===== src/rtl/msg_pkg.sv =====
// Shared definitions for the message streamer: FSM encoding, message lengths and ROM text.
// Constants and pure lookup functions only; no storage, zero latency.
// No flow control here; callers own all handshaking.
package msg_pkg;

  typedef enum logic [1:0] {
    ST_IDLE = 2'd0,
    ST_EMIT = 2'd1,
    ST_GAP  = 2'd2,
    ST_DONE = 2'd3
  } state_e;

  localparam int ROM_MSGS    = 4;
  localparam int ROM_MAX_LEN = 16;
  localparam int ROM_SEL_W   = $clog2(ROM_MSGS);
  localparam int ROM_IDX_W   = $clog2(ROM_MAX_LEN);

  localparam int MSG_LEN [ROM_MSGS] = '{9, 7, 6, 13};

  // One byte per slot, zero-padded to ROM_MAX_LEN.
  localparam logic [7:0] MSG_ROM [ROM_MSGS][ROM_MAX_LEN] = '{
    // "Guatemala"
    '{8'h47, 8'h75, 8'h61, 8'h74, 8'h65, 8'h6D, 8'h61, 8'h6C,
      8'h61, 8'h00, 8'h00, 8'h00, 8'h00, 8'h00, 8'h00, 8'h00},
    // "Quetzal"
    '{8'h51, 8'h75, 8'h65, 8'h74, 8'h7A, 8'h61, 8'h6C, 8'h00,
      8'h00, 8'h00, 8'h00, 8'h00, 8'h00, 8'h00, 8'h00, 8'h00},
    // "Zacapa"
    '{8'h5A, 8'h61, 8'h63, 8'h61, 8'h70, 8'h61, 8'h00, 8'h00,
      8'h00, 8'h00, 8'h00, 8'h00, 8'h00, 8'h00, 8'h00, 8'h00},
    // "Soy de Zacapa"
    '{8'h53, 8'h6F, 8'h79, 8'h20, 8'h64, 8'h65, 8'h20, 8'h5A,
      8'h61, 8'h63, 8'h61, 8'h70, 8'h61, 8'h00, 8'h00, 8'h00}
  };

  // Length of message s; messages beyond the ROM are empty.
  function automatic int msg_len(input int s);
    if (s >= 0 && s < ROM_MSGS) return MSG_LEN[s[ROM_SEL_W-1:0]];
    return 0;
  endfunction

  // Character i of message s; anything outside the message reads as 0.
  function automatic logic [7:0] rom_char(input int s, input int i);
    if (s >= 0 && s < ROM_MSGS && i >= 0 && i < ROM_MAX_LEN &&
        i < MSG_LEN[s[ROM_SEL_W-1:0]])
      return MSG_ROM[s[ROM_SEL_W-1:0]][i[ROM_IDX_W-1:0]];
    return 8'h00;
  endfunction

endpackage


===== src/rtl/msg_char_sequencer_if.sv =====
// Character stream bundle between the sequencer and its consumer.
// Wires only, zero latency.
// valid/ready: the master holds char_out/char_last until valid & ready at an edge.
interface msg_char_sequencer_if #(
  parameter int CHAR_W = 8
);
  logic [CHAR_W-1:0] char_out;
  logic              char_valid;
  logic              char_ready;
  logic              char_last;

  modport master (output char_out, output char_valid, output char_last, input char_ready);
  modport slave  (input char_out, input char_valid, input char_last, output char_ready);
endinterface


===== src/rtl/msg_char_sequencer_rom.sv =====
// Combinational (message, index) to character lookup over the shared ROM.
// Zero latency.
// No flow control; out-of-range message or index returns 0.
module msg_rom
  import msg_pkg::*;
#(
  parameter int NUM_MSGS = 4,
  parameter int MAX_LEN  = 16,
  parameter int CHAR_W   = 8,
  localparam int SEL_W   = $clog2(NUM_MSGS),
  localparam int LEN_W   = $clog2(MAX_LEN + 1)
) (
  input  logic [SEL_W-1:0]  i_sel,
  input  logic [LEN_W-1:0]  i_idx,
  output logic [CHAR_W-1:0] o_char
);

  // Look up the character, forcing 0 past the configured maximum length.
  always_comb begin
    o_char = '0;
    if (int'(i_idx) < MAX_LEN)
      o_char = CHAR_W'(rom_char(int'(i_sel), int'(i_idx)));
  end

endmodule


===== src/rtl/msg_char_sequencer.sv =====
// Streams one ROM message character by character with optional gap, loop and abort.
// Start sampled at edge N shows char 0 after edge N; 1 char/cycle when gap is 0.
// Holds char_out/char_last until valid & ready; all outputs registered, no ready-to-output path.
module msg_char_sequencer
  import msg_pkg::*;
#(
  parameter int NUM_MSGS = 4,
  parameter int MAX_LEN  = 16,
  parameter int CHAR_W   = 8,
  parameter int GAP_W    = 8,
  localparam int SEL_W   = $clog2(NUM_MSGS),
  localparam int LEN_W   = $clog2(MAX_LEN + 1)
) (
  input  logic                 clk,
  input  logic                 rst_n,
  input  logic [SEL_W-1:0]     sel,
  input  logic                 start,
  input  logic                 loop_en,
  input  logic                 abort,
  input  logic [GAP_W-1:0]     gap,
  msg_char_sequencer_if.master strm,
  output logic                 busy,
  output logic                 done
);

  localparam logic [LEN_W-1:0] LEN_ONE = LEN_W'(1);
  localparam logic [GAP_W-1:0] GAP_ONE = GAP_W'(1);

  state_e            r_state, w_state_nxt;
  logic [LEN_W-1:0]  r_idx, w_idx_nxt;
  logic [GAP_W-1:0]  r_gap_cnt, w_gap_cnt_nxt;
  logic [SEL_W-1:0]  r_sel, w_sel_nxt;
  logic              r_loop, w_loop_nxt;
  logic [GAP_W-1:0]  r_gap, w_gap_nxt;

  logic [CHAR_W-1:0] r_char, w_char_nxt, w_rom_char;
  logic              r_valid, w_valid_nxt;
  logic              r_last, w_last_nxt;
  logic              r_busy, w_busy_nxt;
  logic              r_done, w_done_nxt;
  logic [LEN_W-1:0]  w_len_nxt;
  logic              w_xfer;

  // Message length clipped to what the index counter can address.
  function automatic logic [LEN_W-1:0] len_of(input logic [SEL_W-1:0] s);
    int l;
    l = msg_len(int'(s));
    if (l > MAX_LEN) l = MAX_LEN;
    return LEN_W'(l);
  endfunction

  assign w_xfer = r_valid & strm.char_ready;

  // The ROM is addressed with next-cycle selection so the character can be registered.
  msg_rom #(
    .NUM_MSGS (NUM_MSGS),
    .MAX_LEN  (MAX_LEN),
    .CHAR_W   (CHAR_W)
  ) u_rom (
    .i_sel  (w_sel_nxt),
    .i_idx  (w_idx_nxt),
    .o_char (w_rom_char)
  );

  // State register plus index, gap counter and controls latched at start.
  always_ff @(posedge clk or negedge rst_n) begin
    if (!rst_n) begin
      r_state   <= ST_IDLE;
      r_idx     <= '0;
      r_gap_cnt <= '0;
      r_sel     <= '0;
      r_loop    <= 1'b0;
      r_gap     <= '0;
    end else begin
      r_state   <= w_state_nxt;
      r_idx     <= w_idx_nxt;
      r_gap_cnt <= w_gap_cnt_nxt;
      r_sel     <= w_sel_nxt;
      r_loop    <= w_loop_nxt;
      r_gap     <= w_gap_nxt;
    end
  end

  // Next-state logic; abort overrides everything, including a same-cycle handshake.
  always_comb begin
    w_state_nxt   = r_state;
    w_idx_nxt     = r_idx;
    w_gap_cnt_nxt = r_gap_cnt;
    w_sel_nxt     = r_sel;
    w_loop_nxt    = r_loop;
    w_gap_nxt     = r_gap;
    if (abort) begin
      w_state_nxt   = ST_IDLE;
      w_idx_nxt     = '0;
      w_gap_cnt_nxt = '0;
    end else begin
      unique case (r_state)
        ST_IDLE: begin
          if (start) begin
            w_sel_nxt     = sel;
            w_loop_nxt    = loop_en;
            w_gap_nxt     = gap;
            w_idx_nxt     = '0;
            w_gap_cnt_nxt = '0;
            w_state_nxt   = (len_of(sel) == '0) ? ST_DONE : ST_EMIT;
          end
        end
        ST_EMIT: begin
          if (w_xfer) begin
            if (r_last && !r_loop) begin
              w_state_nxt = ST_DONE;
              w_idx_nxt   = '0;
            end else begin
              w_idx_nxt = r_last ? '0 : r_idx + LEN_ONE;
              if (r_gap == '0) begin
                w_state_nxt = ST_EMIT;
              end else begin
                w_state_nxt   = ST_GAP;
                w_gap_cnt_nxt = r_gap;
              end
            end
          end
        end
        ST_GAP: begin
          if (r_gap_cnt <= GAP_ONE) begin
            w_state_nxt   = ST_EMIT;
            w_gap_cnt_nxt = '0;
          end else begin
            w_gap_cnt_nxt = r_gap_cnt - GAP_ONE;
          end
        end
        ST_DONE: w_state_nxt = ST_IDLE;
        default: w_state_nxt = ST_IDLE;
      endcase
    end
  end

  // Output decode from the next state, so every output comes straight off a flop.
  always_comb begin
    w_len_nxt   = len_of(w_sel_nxt);
    w_valid_nxt = (w_state_nxt == ST_EMIT);
    w_char_nxt  = w_valid_nxt ? w_rom_char : '0;
    w_last_nxt  = w_valid_nxt && ((w_idx_nxt + LEN_ONE) == w_len_nxt);
    w_busy_nxt  = (w_state_nxt != ST_IDLE);
    w_done_nxt  = (w_state_nxt == ST_DONE);
  end

  // Output registers.
  always_ff @(posedge clk or negedge rst_n) begin
    if (!rst_n) begin
      r_char  <= '0;
      r_valid <= 1'b0;
      r_last  <= 1'b0;
      r_busy  <= 1'b0;
      r_done  <= 1'b0;
    end else begin
      r_char  <= w_char_nxt;
      r_valid <= w_valid_nxt;
      r_last  <= w_last_nxt;
      r_busy  <= w_busy_nxt;
      r_done  <= w_done_nxt;
    end
  end

  assign strm.char_out   = r_char;
  assign strm.char_valid = r_valid;
  assign strm.char_last  = r_last;
  assign busy            = r_busy;
  assign done            = r_done;

endmodule

===== src/flat_wrapper.sv =====
// flat-port wrapper written by rule: the top's interface ports become plain ports
module msg_char_sequencer_flat import msg_pkg::*;
#(
  parameter int NUM_MSGS = 4,
  parameter int MAX_LEN  = 16,
  parameter int CHAR_W   = 8,
  parameter int GAP_W    = 8,
  localparam int SEL_W   = $clog2(NUM_MSGS),
  localparam int LEN_W   = $clog2(MAX_LEN + 1)
)
  (clk, rst_n, sel, start, loop_en, abort, gap, busy, done, strm_char_out, strm_char_valid, strm_char_last, strm_char_ready);
  msg_char_sequencer_if #(.CHAR_W(CHAR_W)) strm_i ();
  input  logic clk;
  input  logic rst_n;
  input  logic [SEL_W-1:0] sel;
  input  logic start;
  input  logic loop_en;
  input  logic abort;
  input  logic [GAP_W-1:0] gap;
  output logic busy;
  output logic done;
  output wire logic [$bits(strm_i.char_out)-1:0] strm_char_out;
  output wire logic [$bits(strm_i.char_valid)-1:0] strm_char_valid;
  output wire logic [$bits(strm_i.char_last)-1:0] strm_char_last;
  input wire logic [$bits(strm_i.char_ready)-1:0] strm_char_ready;
  assign strm_char_out = strm_i.char_out;
  assign strm_char_valid = strm_i.char_valid;
  assign strm_char_last = strm_i.char_last;
  assign strm_i.char_ready = strm_char_ready;
  msg_char_sequencer #(.NUM_MSGS(NUM_MSGS), .MAX_LEN(MAX_LEN), .CHAR_W(CHAR_W), .GAP_W(GAP_W)) u_core (.clk(clk), .rst_n(rst_n), .sel(sel), .start(start), .loop_en(loop_en), .abort(abort), .gap(gap), .strm(strm_i), .busy(busy), .done(done));
endmodule

===== config.mk =====
export PLATFORM = sky130hd
export DESIGN_NAME = msg_char_sequencer_flat
export DESIGN_NICKNAME = d
export VERILOG_FILES = /design/src/rtl/msg_pkg.sv /design/src/rtl/msg_char_sequencer_if.sv /design/src/rtl/msg_char_sequencer_rom.sv /design/src/rtl/msg_char_sequencer.sv /design/src/flat_wrapper.sv
export SDC_FILE = /design/constraint.sdc
export NUM_CORES = 1
export LEC_CHECK = 0
export ABC_AREA = 0
export CORE_ASPECT_RATIO = 0.8
export CORE_UTILIZATION = 59
export CTS_BUF_LIST = sky130_fd_sc_hd__clkbuf_8
export DETAILED_ROUTE_END_ITERATION = 10
export GPL_TIMING_DRIVEN = 0
export PLACE_DENSITY = 0.83
export SKIP_LAST_GASP = 1
export SLEW_MARGIN = 0
export SYNTH_ARGS = -nofsm -noshare
export SYNTH_HDL_FRONTEND = slang
export SYNTH_SLANG_ARGS = --single-unit

===== constraint.sdc =====
create_clock -name clk -period 4.25 [get_ports clk]
set_input_delay 1.275 -clock clk [delete_from_list [all_inputs] [get_ports clk]]
set_output_delay 1.275 -clock clk [all_outputs]
set_load 0.1 [all_outputs]

Yosys cells after proc, flatten, opt, wreduce, memory -nomap -nowiden. Index checks and enable logic that the tools add are counted.

Div/mod/pow operators: 0. Multiply operators: 0. Equality and inequality tests: 10. Shift-type cells: 0. Multiplexer cells: 54. Add/sub/neg operators: 3. Reduce and logical (&&, ||, !) cells: 11. Magnitude comparators: 8. Bitwise logic cells: 5.

Operators by type and width (number): 128-bit binary-select mux with 2-bit select (1); 128-bit two-way mux (2); 32-bit two-way mux (8); 32-bit binary-select mux with 2-bit select (2); 8-bit two-way mux (12); 32-bit by 6-bit greater-than comparator with 1-bit output, second input constant (2); 5-bit two-way mux (10); 8-bit binary-select mux with 4-bit select (1); 6-bit by 32-bit less-than comparator with 1-bit output (1); 8-bit case mux with 3 select lines (1); 2-bit two-way mux (10); 5-bit by 1-bit adder with 5-bit output, second input constant (2); 5-bit case mux with 2 select lines (1); 3-bit != test, second input constant (3); 8-bit by 1-bit <= comparator with 1-bit output, second input constant (1); 8-bit logical NOT (1); 2-bit case mux with 4 select lines (1); 8-bit by 1-bit subtractor with 8-bit output, second input constant (1); 2-bit == test, second input constant (3); 3-bit >= comparator, second input constant (2); 2-bit inverter with 3-bit output (2); 5-bit == test (1); 5-bit >= comparator, second input constant (1); 5-bit logical NOT (1); 14 further kinds (21).

Bits of input ports: 16. Output and inout port bits: 12. Word-level logic and storage cells: 102. Memories: 0. RAM bits: 0. Memory bits (read-only): 0. Bits in latches: 0. Flip-flop bits (word level): 38.

Depth between registers and ports, before layout.
Depth after elaboration: 20. Depth in mapped cells: 16. Depth with buffers taken out: 15.

Cells and area by module. A second synthesis with hierarchy kept.

Cell total of the unflattened synthesis: 276. Area total of the unflattened synthesis: 2616.3 um^2.

By module, submodules not included: msg_char_sequencer (times used 1, cells an instance 188, seq. area each 950.9 um^2, area an instance 2024.4 um^2); msg_rom (times used 1, cells an instance 88, seq. area each 0.0 um^2, area an instance 591.8 um^2).

Worst setup path before layout. Ideal clock, no wire load.

Path kind: input port to flip-flop. Start: input abort. End: register u_core.r_char[4], in the netlist u_core.strm.char_out[4]. Data arrival time: 4277 ps. Setup slack: -139 ps. Cell stages on the path: 14. Library setup time: 111 ps. Buffers on the path: 2. Required time: 4139 ps. Path through: clkbuf_8 > nand3b_1 > buf_1 > o21ai_1 > inv_1 > ha_1 > inv_1 > ha_1 > nor2b_1 > o21ai_0 > nand2b_1 > a211oi_4 > nand3_4 > a2111oi_2.

Longest elaborated chain between the ends: 12. Elaborated cells on any way between the ends: 24. Those cells by class: 2 x order compare; 1 x eq/ne; 18 x mux; 2 x bitwise; 1 x reduce/logical.

Ends and longest elaborated chain: start, declared (line flat_wrapper.sv:18) `input logic abort;`; 2-bit two-way mux (*) (line msg_char_sequencer.sv:92) `if (abort) begin`; net u_core.u_rom.i_sel[1] (line msg_char_sequencer_rom.sv:13) `input logic [SEL_W-1:0] i_sel,`; 2-bit inverter with 3-bit output (implied by the code) (*) (line msg_pkg.sv:45, msg_pkg.sv:46); 32-bit binary-select mux with 2-bit select / 128-bit binary-select mux with 2-bit select (equally long branches) (line msg_pkg.sv:45, msg_pkg.sv:46); 32-bit two-way mux (implied by the code) / 128-bit two-way mux (equally long branches) (2 in series) (line msg_pkg.sv:45, msg_pkg.sv:46); 6-bit by 32-bit less-than comparator with 1-bit output / 8-bit binary-select mux with 4-bit select (equally long branches) (line msg_pkg.sv:45, msg_pkg.sv:46); 1-bit logical AND / 8-bit two-way mux (equally long branches) (line msg_pkg.sv:44, msg_pkg.sv:46); 1-bit two-way mux / 8-bit two-way mux (equally long branches) (line msg_pkg.sv:44, msg_pkg.sv:46); 1-bit two-way mux / 8-bit two-way mux (equally long branches) (line msg_char_sequencer_rom.sv:21, msg_pkg.sv:44); 8-bit two-way mux (*) (line msg_pkg.sv:47) `return 8'h00;`; 8-bit two-way mux (*) (line msg_char_sequencer_rom.sv:21) `if (int'(i_idx) < MAX_LEN)`; 8-bit two-way mux (*) (line msg_char_sequencer.sv:142) `w_char_nxt = w_valid_nxt ? w_rom_char : '0;`; net u_core.w_char_nxt[4] (line msg_char_sequencer.sv:36) `logic [CHAR_W-1:0] r_char, w_char_nxt, w_rom_char;`; end signal, assigned (line msg_char_sequencer.sv:157) `r_char <= w_char_nxt;`; end, declared (line msg_char_sequencer.sv:36).

The timed path passes the listed nets; every way through them passes the cells marked *. The select of a mux whose other input is x is not followed. A chain may end at the register's enable or synchronous reset.

Final worst setup path. Same ends and word-level chain as after synthesis.

==> results.ini <==
[worst_setup_path]
reg2regPathDepth = 16
crit_type = input port to flip-flop
critical-path-top-delay-family = compound AO/OA/AOI/OAI gates
required_ns = 4.43
critPathMostFrequentCell = inv_1
cp-startpoint = abort
path_buf_inv = 4
crit_cells = 14
critPathCaptureType = flip-flop
cp_max_fo = 10
worstPathCellList = clkbuf_8 -> nand3b_1 -> buf_6 -> o21ai_4 -> inv_1 -> ha_4 -> inv_1 -> ha_1 -> nor2b_1 -> o21ai_0 -> nand2b_1 -> a211oi_4 -> nand3_4 -> a2111oi_2
critPathSlowestCell = a2111oi_2
rr_startpoint = u_core.r_state[1]
start_kind = input port
slowest_delay_ns = 0.35
worstPathArrival_ns = 4.21

[layout]
diodes = 0
area_growth_pct = 18.2
stdcell_area_mm2 = 0.00323
drive_gt1_frac = 0.208
final_nets = 341

[clock_tree]
htree_levels = 2
clockBufferDepth = 2
root_buffer = clkbuf_8
cts_buffers = 5
cts_sinks = 37
path_clk_slew_ns = 0.08
insertion_delay_ns = 0.30
cts_tree = done

[synthesis]
synth_cell_types = 77
ys.flop_type = dfrtp_1
synth-seq-area-share = 0.339
async_reset_ff_frac = 1.00
post-synth-top-count-cell = dfrtp_1
netlist_area_mm2 = 0.00273
syn-num-nets = 307
ys_ff_latch = 37
syn_inst = 272
avgSynthCellArea_um2 = 10.0
ys_top_cells_by_area = dfrtp_1 (34%), ha_1 (8.7%), mux2_2 (3.7%)
synth_top_area_frac = 0.339
synth_warnings = 0
synth_edf_count = 0
synthTopCellsByCount = dfrtp_1 (37), ha_1 (19), inv_1 (16), nand2_1 (16), nor2_1 (16)
synth_area_leader_cell = dfrtp_1

[timing]
finalCriticalPeriod_ns = 4.03
hold_viol = 0
maxSlewViolCount = 0
period_share = 0.948
setup-violations-final = 0
finalWorstSetupSlack_ns = 0.222
worst_pin_slew_ns = 0.969
relSlewSlack = 0.352
fmax_mhz = 248
fin_skew_ns = 0.0142
rsz0062_at_grt = no
whs_ns = 0.503

[placement]
dp_hpwl_mm = 4.56
portBuffers = 25
pre_cts_ws_ns = -1.05
post_dp_cell_area_mm2 = 0.00305
place_congestion = 0.901

[routing]
antenna_left = 0
vias = 2332
route.detailed.drc = 0
drt_iter0_markers = 241
post_drt_wl_per_cell_um = 18.0
vias_per_cell = 6.41
wl_mm = 6.54
firstDrtPassIters = 5

[hold_path]
hold_depth = 1
hold_path.class = flip-flop to flip-flop
hold_start = u_core.r_gap_cnt[5]

[run]
maxCapViolations = 0

[floorplan]
start_util = 0.633
fp-row-count = 21
dieArea_mm2 = 0.00490
top_level_ports = 28
core-area_mm2 = 0.00431
die_w_um = 78.0
die_h_um = 62.8

[global_routing]
grt_pass1_wl_mm = 11.1
antenna_found_initial = 0
gr-total-overflow = 0
grt_pass1_vias = 2246
gr-usage-all-layers = 0.296
grt_max_degree = 38

[status]
status = finished, final reports clean

[power]
leakage_uw = 0.00140
irDropWorstVdd_uv = 379
finalPower_uw = 1450
power_density_mw_per_mm2 = 451

-- where the power goes --
part | leakage (µW) | switching, µW | internal (µW)
Sequential | 0.000486 | 47.3 | 409
Combinational | 0.000856 | 432 | 249
Clock | 0.0000543 | 141 | 176
-- worst reg2reg max path: cells and delay by family (launching register included) --
kind                       cells  cell delay (ns)
and+or+nand+nor                4             0.63
adders and majority gates      3             0.87
AOI/OAI and AO/OA              4             0.95
buffers and inverters          5             0.78
DFF                            1             0.43
-- final timing paths --
kind | slack [ns] | endpoint
worst max-delay path | 0.22 | u_core.strm.char_out[4]
max in group asynchronous | 2.66 | u_core.r_idx[4]
worst max register to register | 0.48 | u_core.strm.char_out[4]
min in group asynchronous | 1.07 | u_core.r_sel[0]
worst min register to register | 0.50 | u_core.r_gap_cnt[5]
worst min-delay path | 0.50 | u_core.r_gap_cnt[5]
-- sequential cells by signal, indices dropped and copies added (netlist names) --
| name | flops |
|---|---|
| u_core.busy | 1 |
| u_core.done | 1 |
| u_core.r_gap | 8 |
| u_core.r_gap_cnt | 8 |
| u_core.r_idx | 5 |
| u_core.r_loop | 1 |
| u_core.r_sel | 2 |
| u_core.r_state | 2 |
| u_core.strm.char_last | 1 |
| u_core.strm.char_out | 7 |
| u_core.strm.char_valid | 1 |
-- stage by stage --
stage	instances	utilization	setup TNS [ns]
finish	364	0.749	0
global route	364	0.749	0
floorplan	272	-	0
detailed placement	354	0.708	-6.75
global placement	354	0.709	-5.72
CTS	363	0.740	0
-- routing by layer --
| layer | up-vias | track usage | part of all wire |
|---|---|---|---|
| li1 | 1089 | - | - |
| met3 | 18 | 0.0672 | 0.084 |
| met5 | - | 0 | 0 |
| met4 | 0 | 0.123 | 0.022 |
| met1 | 1101 | 0.449 | 0.46 |
| met2 | 124 | 0.400 | 0.43 |
-- layout make-up --
type,count,area (µm²)
Buffer,15,133
Timing Repair Buffer,27,258
Fill cell,312,1080
Clock buffer,5,68.8
Clock inverter,3,46.3
Sequential cell,37,926
Inverter,19,83.8
Multi-Input combinational cell,201,1640
Tap cell,57,71.3
-- layout by cell type, fill, tap and decap left out, types with 4 or more instances in the layout --
| master | count |
|---|---|
| inv_1 | 16 |
| and3_1 | 4 |
| nor3_1 | 10 |
| o2bb2ai_1 | 5 |
| ha_1 | 18 |
| o21ai_1 | 4 |
| nor2_1 | 16 |
| o31ai_1 | 7 |
| clkbuf_8 | 6 |
| buf_4 | 5 |
| o21ai_0 | 6 |
| mux2_2 | 9 |
| nand2_1 | 16 |
| buf_2 | 6 |
| a21oi_1 | 11 |
| buf_6 | 5 |
| clkdlybuf4s50_1 | 22 |
| dfrtp_1 | 37 |
-- timing repair --
item	4_1_cts	5_1_grt
resized for setup	6	7
pin swaps	1	2
hold buffers	0	0
setup buffers	1	1
setup endpoints to repair	7	7
-- kinds of logic (layout without fill, tap and decap cells) --
logic type | Yosys count | count (layout) | share of synthesized area
mux | 14 | 14 | 0.0601
fa+ha+maj | 19 | 19 | 0.0871
other cells | 1 | 1 | 0.00137
flops | 37 | 37 | 0.339
buf+inv | 34 | 69 | 0.0766
simple gates | 86 | 86 | 0.197
compound gates | 76 | 76 | 0.222
xor+xnor | 5 | 5 | 0.0161
Note: power is estimated with default switching activity, not from simulation.
